[src/rtl/clkdiv_meter.sv]
// clkdiv_meter: measures the period and high time of a slow clock/pulse
// (sig_in) in system-clock cycles, and reports lock and timeout status.
//
// Ports:
//   clk       in   system clock, all logic on rising edge
//   resetq    in   asynchronous active-low reset
//   enable    in   measurement enable; low forces IDLE
//   sig_in    in   signal to measure, asynchronous to clk
//   period    out  [WIDTH]  last measured period (clk cycles)
//   high_time out  [WIDTH]  last measured high time (clk cycles)
//   valid     out  one-cycle strobe, period/high_time updated this cycle
//   locked    out  LOCK_COUNT consecutive periods matched within TOL
//   timeout   out  sticky, no rising edge within 2^WIDTH-1 cycles
module clkdiv_meter #(
  parameter int unsigned WIDTH      = 16,
  parameter int unsigned LOCK_COUNT = 4,
  parameter int unsigned TOL        = 0
) (
  input  logic             clk,
  input  logic             resetq,
  input  logic             enable,
  input  logic             sig_in,
  output logic [WIDTH-1:0] period,
  output logic [WIDTH-1:0] high_time,
  output logic             valid,
  output logic             locked,
  output logic             timeout
);

  localparam int unsigned MCW = (LOCK_COUNT < 2) ? 1 : $clog2(LOCK_COUNT + 1);
  localparam logic [WIDTH-1:0] CNT_MAX = '1;
  localparam logic [MCW-1:0]   MC_MAX  = MCW'(LOCK_COUNT);
  localparam logic [WIDTH:0]   TOL_W   = (WIDTH+1)'(TOL);

  typedef enum logic [1:0] {IDLE = 2'd0, ARM = 2'd1, MEAS = 2'd2} state_t;

  state_t state;
  state_t state_nxt;

  logic s1, s2, s3;
  logic rise_c, fall_c;

  logic [WIDTH-1:0] cnt, cnt_nxt;
  logic [WIDTH-1:0] hcnt, hcnt_nxt;
  logic [MCW-1:0]   mcnt, mcnt_nxt;
  logic             have_prev, have_prev_nxt;
  logic [WIDTH-1:0] period_nxt, high_time_nxt;
  logic             valid_nxt, locked_nxt, timeout_nxt;

  logic [WIDTH:0]   diff_c;
  logic             match_c;

  // Two-flop synchronizer plus one delay stage for edge detection
  always_ff @(posedge clk or negedge resetq) begin
    if (!resetq) begin
      s1 <= 1'b0;
      s2 <= 1'b0;
      s3 <= 1'b0;
    end else begin
      s1 <= sig_in;
      s2 <= s1;
      s3 <= s2;
    end
  end

  assign rise_c = s2 & ~s3;
  assign fall_c = ~s2 & s3;

  // Distance between the new period (cnt) and the previous one, no wrap
  assign diff_c  = (cnt >= period) ? ({1'b0, cnt} - {1'b0, period})
                                   : ({1'b0, period} - {1'b0, cnt});
  assign match_c = (diff_c <= TOL_W);

  // State register
  always_ff @(posedge clk or negedge resetq) begin
    if (!resetq) begin
      state <= IDLE;
    end else begin
      state <= state_nxt;
    end
  end

  // Next-state logic; a rise in the saturating cycle keeps us in MEAS
  always_comb begin
    state_nxt = state;
    if (!enable) begin
      state_nxt = IDLE;
    end else begin
      case (state)
        IDLE:    if (fall_c) state_nxt = ARM;
        ARM:     if (rise_c) state_nxt = MEAS;
        MEAS:    if (!rise_c && (cnt == CNT_MAX)) state_nxt = IDLE;
        default: state_nxt = IDLE;
      endcase
    end
  end

  // Datapath and output next values
  always_comb begin
    cnt_nxt       = cnt;
    hcnt_nxt      = hcnt;
    mcnt_nxt      = mcnt;
    have_prev_nxt = have_prev;
    period_nxt    = period;
    high_time_nxt = high_time;
    valid_nxt     = 1'b0;
    locked_nxt    = locked;
    timeout_nxt   = timeout;

    if (!enable) begin
      cnt_nxt       = '0;
      hcnt_nxt      = '0;
      mcnt_nxt      = '0;
      have_prev_nxt = 1'b0;
      locked_nxt    = 1'b0;
    end else begin
      case (state)
        IDLE: begin
          cnt_nxt       = '0;
          hcnt_nxt      = '0;
          have_prev_nxt = 1'b0;
        end
        ARM: begin
          if (rise_c) begin
            cnt_nxt  = WIDTH'(1);
            hcnt_nxt = WIDTH'(1);
          end
        end
        MEAS: begin
          if (rise_c) begin
            period_nxt    = cnt;
            high_time_nxt = hcnt;
            valid_nxt     = 1'b1;
            timeout_nxt   = 1'b0;
            cnt_nxt       = WIDTH'(1);
            hcnt_nxt      = WIDTH'(1);
            have_prev_nxt = 1'b1;
            // First strobe after entering MEAS only seeds the comparison
            if (have_prev && match_c) begin
              mcnt_nxt = (mcnt == MC_MAX) ? mcnt : (mcnt + MCW'(1));
            end else begin
              mcnt_nxt = '0;
            end
            locked_nxt = (mcnt_nxt == MC_MAX);
          end else if (cnt == CNT_MAX) begin
            timeout_nxt   = 1'b1;
            locked_nxt    = 1'b0;
            mcnt_nxt      = '0;
            cnt_nxt       = '0;
            hcnt_nxt      = '0;
            have_prev_nxt = 1'b0;
          end else begin
            cnt_nxt = cnt + WIDTH'(1);
            // hcnt <= cnt always, so this cannot overflow
            if (s2) hcnt_nxt = hcnt + WIDTH'(1);
          end
        end
        default: begin
          cnt_nxt  = '0;
          hcnt_nxt = '0;
        end
      endcase
    end
  end

  // Counter and output registers
  always_ff @(posedge clk or negedge resetq) begin
    if (!resetq) begin
      cnt       <= '0;
      hcnt      <= '0;
      mcnt      <= '0;
      have_prev <= 1'b0;
      period    <= '0;
      high_time <= '0;
      valid     <= 1'b0;
      locked    <= 1'b0;
      timeout   <= 1'b0;
    end else begin
      cnt       <= cnt_nxt;
      hcnt      <= hcnt_nxt;
      mcnt      <= mcnt_nxt;
      have_prev <= have_prev_nxt;
      period    <= period_nxt;
      high_time <= high_time_nxt;
      valid     <= valid_nxt;
      locked    <= locked_nxt;
      timeout   <= timeout_nxt;
    end
  end

endmodule
[config.mk]
export PLATFORM = sky130hd
export DESIGN_NAME = clkdiv_meter
export DESIGN_NICKNAME = d
export VERILOG_FILES = /design/src/rtl/clkdiv_meter.sv
export SDC_FILE = /design/constraint.sdc
export NUM_CORES = 1
export LEC_CHECK = 0
export BUFFER_PORTS_ARGS = -buffer_cell sky130_fd_sc_hd__buf_2
export CORE_ASPECT_RATIO = 0.7
export CORE_MARGIN = 4
export CORE_UTILIZATION = 60
export DETAILED_ROUTE_END_ITERATION = 7
export PLACE_DENSITY = 0.79
export SLEW_MARGIN = 20
export SYNTH_ARGS = -nofsm -noshare
export SYNTH_HDL_FRONTEND = slang
export SYNTH_SLANG_ARGS = --single-unit
[constraint.sdc]
create_clock -name clk -period 8.8 [get_ports clk]
set_clock_uncertainty 0.2 [all_clocks]
set_input_delay 0.44 -clock clk [delete_from_list [all_inputs] [get_ports clk]]
set_output_delay 0.44 -clock clk [all_outputs]
set_load 0.05 [all_outputs]
==> flow_metrics.tcl <==
set metrics [dict create \
    routabilityCongestion 1.00 \
    die_area_um2 10800 \
    drc_errors 0 \
    port_buffers 38 \
    rr_startpoint "state[0]" \
    syn_area_per_cell_um2 8.53 \
    drtAntennaViolNets 0 \
    arrival_ps 3860 \
    final_area_um2 5960 \
    period_needed_ps 3780 \
    status "finished, final reports clean" \
    drive_above_1_share_pct 13.9 \
    track_usage_pct 27.9 \
    p_per_area_nw_per_um2 149 \
    antenna_found_initial 0 \
    endpoint_kind "register" \
    cp-start-kind "register" \
    cts_tree "done" \
    synth_area_um2 5490 \
    hold_viol 0 \
    drv_slew 0 \
    syn_nets 688 \
    r2r_end "mcnt[2]" \
    synthArstFlopShare_pct 100 \
    tns_ps 0 \
    routedWlPerCell_um 18.3 \
    final_common_cell "nand2_1" \
    synth_ff_type "dfrtp_1" \
    r2r_slack_ps 5020 \
    regArea_um2 1900 \
    synth-warning-count 0 \
    io_pins 39 \
    cap_violations 0 \
    grt_pass1_wl_mm 23.6 \
    rr_worst_depth 11 \
    critical_path_class "reg2reg" \
    finalPower_mw 0.886 \
    fillCellCount 754 \
    via_count 4963 \
    fmax_ghz 0.264 \
    p_leak_nw 2.83 \
    whs_ps 42.0 \
    ir_worst_vdd_v 0.000178 \
    via_per_inst 6.28 \
    setup_viol_count_final 0 \
    post_cts_buffers 0 \
    synth_cell_types 79 \
    row_count 28 \
    critPathSlowestCell "nand4b_1" \
    routed_wirelength_mm 14.4 \
    critPathMaxStageDelay_ps 700 \
    max-clock-path-buffers 2 \
    area_growth_pct 8.61 \
    mostFrequentLayoutCells "nand2_1, dfrtp_1, o21ai_0, inv_1, a21oi_1" \
    dieWidth_um 122 \
    clock_latency_ps 340 \
    final-instance-count-excl-fill 790 \
    finalCritPeriodShare_pct 43.0 \
    multi_input_area_um2 3230 \
    rsz0062_at_grt "no" \
    cp.required_ps 8870 \
    yosys_register_bits 76 \
    cts.sinks 76 \
    die_y_um 88.0 \
    insertedDiodeCount 0 \
    drt_iter0_markers 537 \
    hp-class "in2async" \
    yosysSeqAreaShare_pct 34.6 \
    layout_setup_ws_ps 5020 \
    first_global_vias 4448 \
    cpMostUsedCell "o21ai_0" \
    place_inst 773 \
    critPathMaxFanout 21 \
    ctsRootBufferMaster "clkbuf_16" \
    syn_inst 644 \
    placed_area_um2 5670 \
    clk_pin_slew_ps 70 \
    worstMarginPinSlew_ps 966 \
    slew_headroom_pct 35.6 \
    grt_max_degree 77 \
    dp_slack_ps 5140 \
    core_region_area_um2 8690 \
    final_nets 709 \
    initial_core_util_pct 63.2 \
    cts_buffers 9 \
    dp_hpwl_mm 10.7 \
    cts_max_level 3 \
    firstDrtPassIters 6 \
    path_cells "inv_1 -> ha_1 -> nand4b_1 -> a311oi_1 -> o21ai_0 -> a211oi_1 -> o21ai_0 -> nor4_2 -> a32oi_2 -> o31ai_2 -> o21a_1" \
    grt-ovfl-total 0 \
    synth_edf_count 0 \
    fin_util_pct 68.6 \
]
## per-layer routing
layer  vias to the layer above  GRT usage [%]  share of wire, %  wire (um)
li1                       2320              -                 -          -
met1                      2336           43.3                48       6970
met2                       277           38.3                41       5960
met3                        30           7.88               9.2       1320
met4                         0           6.40               1.2        179
met5                         -              0                 0          0
## state kept, by name (all words and copies together), names as in the netlist
register	flops
valid	1
state	2
s2	1
s1	1
hcnt	16
s3	1
timeout	1
cnt	16
period	16
mcnt	3
high_time	16
locked	1
have_prev	1
## critical path: cells and delay by family, from the launching register on
family | cells | cell delay, ps
adder cells (fa/ha/maj) | 1 | 330
AO/OA/AOI/OAI | 7 | 1690
buffers and inverters | 1 | 120
flip-flops | 1 | 390
AND/OR/NAND/NOR | 2 | 970
## area by class of cell
| class | instances | area share, % |
|---|---|---|
| clock buffer | 9 | 3.78 |
| tap | 120 | 2.52 |
| sequential | 76 | 31.9 |
| multi-input combinational | 488 | 54.1 |
| clock inverter | 7 | 1.01 |
| inverter | 50 | 3.15 |
| timing repair buffer | 40 | 3.52 |
## kinds of logic after synthesis
group	after synthesis	synth area share, %
XOR/XNOR	24	3.83
AND/OR/NAND/NOR	238	22.7
AO/OA/AOI/OAI	183	22.5
flip-flops	76	34.6
buffers and inverters	80	6.56
adder cells (fa/ha/maj)	40	9.12
multiplexers	3	0.638
## synthesized netlist by cell type (3+ instances only)
| cell type | number | area, um2 |
|---|---|---|
| o221ai_1 | 3 | 26.3 |
| and3_1 | 13 | 81.3 |
| inv_1 | 49 | 184 |
| and4_1 | 3 | 26.3 |
| a31oi_1 | 5 | 31.3 |
| nand3_1 | 29 | 145 |
| dfrtp_1 | 76 | 1900 |
| o31ai_2 | 3 | 37.5 |
| o21a_1 | 3 | 22.5 |
| nor2b_1 | 4 | 25.0 |
| a21o_1 | 10 | 75.1 |
| ha_1 | 40 | 500 |
| nand2_1 | 100 | 375 |
| xor2_1 | 13 | 114 |
| buf_6 | 4 | 45.0 |
| and2_1 | 3 | 18.8 |
| buf_4 | 6 | 45.0 |
| o21bai_1 | 3 | 22.5 |
| nor2_1 | 26 | 97.6 |
| a21oi_2 | 5 | 43.8 |
| nor3_2 | 4 | 40.0 |
| o21ai_0 | 57 | 285 |
| o31ai_1 | 9 | 67.6 |
| or3_1 | 4 | 25.0 |
| a21oi_1 | 41 | 205 |
| nor3_1 | 9 | 45.0 |
| nand2b_1 | 4 | 25.0 |
| buf_2 | 6 | 30.0 |
| o22ai_1 | 5 | 31.3 |
| nor4_1 | 3 | 18.8 |
| nor3b_1 | 3 | 22.5 |
| nand4_1 | 14 | 87.6 |
| xnor2_1 | 11 | 96.3 |
| clkbuf_1 | 14 | 52.6 |
| o21ai_1 | 10 | 50.1 |
## power by group
group / leakage (nW) / total, mW / internal (mW) / switching [mW]
clock: 0.137 / 0.351 / 0.195 / 0.156
sequential: 1.05 / 0.364 / 0.357 / 0.00678
combinational: 1.64 / 0.171 / 0.0535 / 0.118
total: 2.83 / 0.886 / 0.605 / 0.281
## how the worst max path moves through the flow
stage / startpoint / to / slack (ps) / cells after the start
2_1_floorplan: period[10] / mcnt[2] / 5650 / 12
3_3_place_gp: cnt[0] / hcnt[4] / 5320 / 9
3_5_place_dp: state[0] / mcnt[2] / 5140 / 11
4_1_cts: state[0] / mcnt[2] / 5110 / 11
5_1_grt: state[0] / mcnt[2] / 4700 / 11
6_report: state[0] / mcnt[2] / 5020 / 11
## what timing repair did
action                    CTS  global route
hold endpoints to repair    0             1
gates resized for setup     0             0
hold buffers                0             1
No activity file was read; power rests on OpenSTA's default activity.
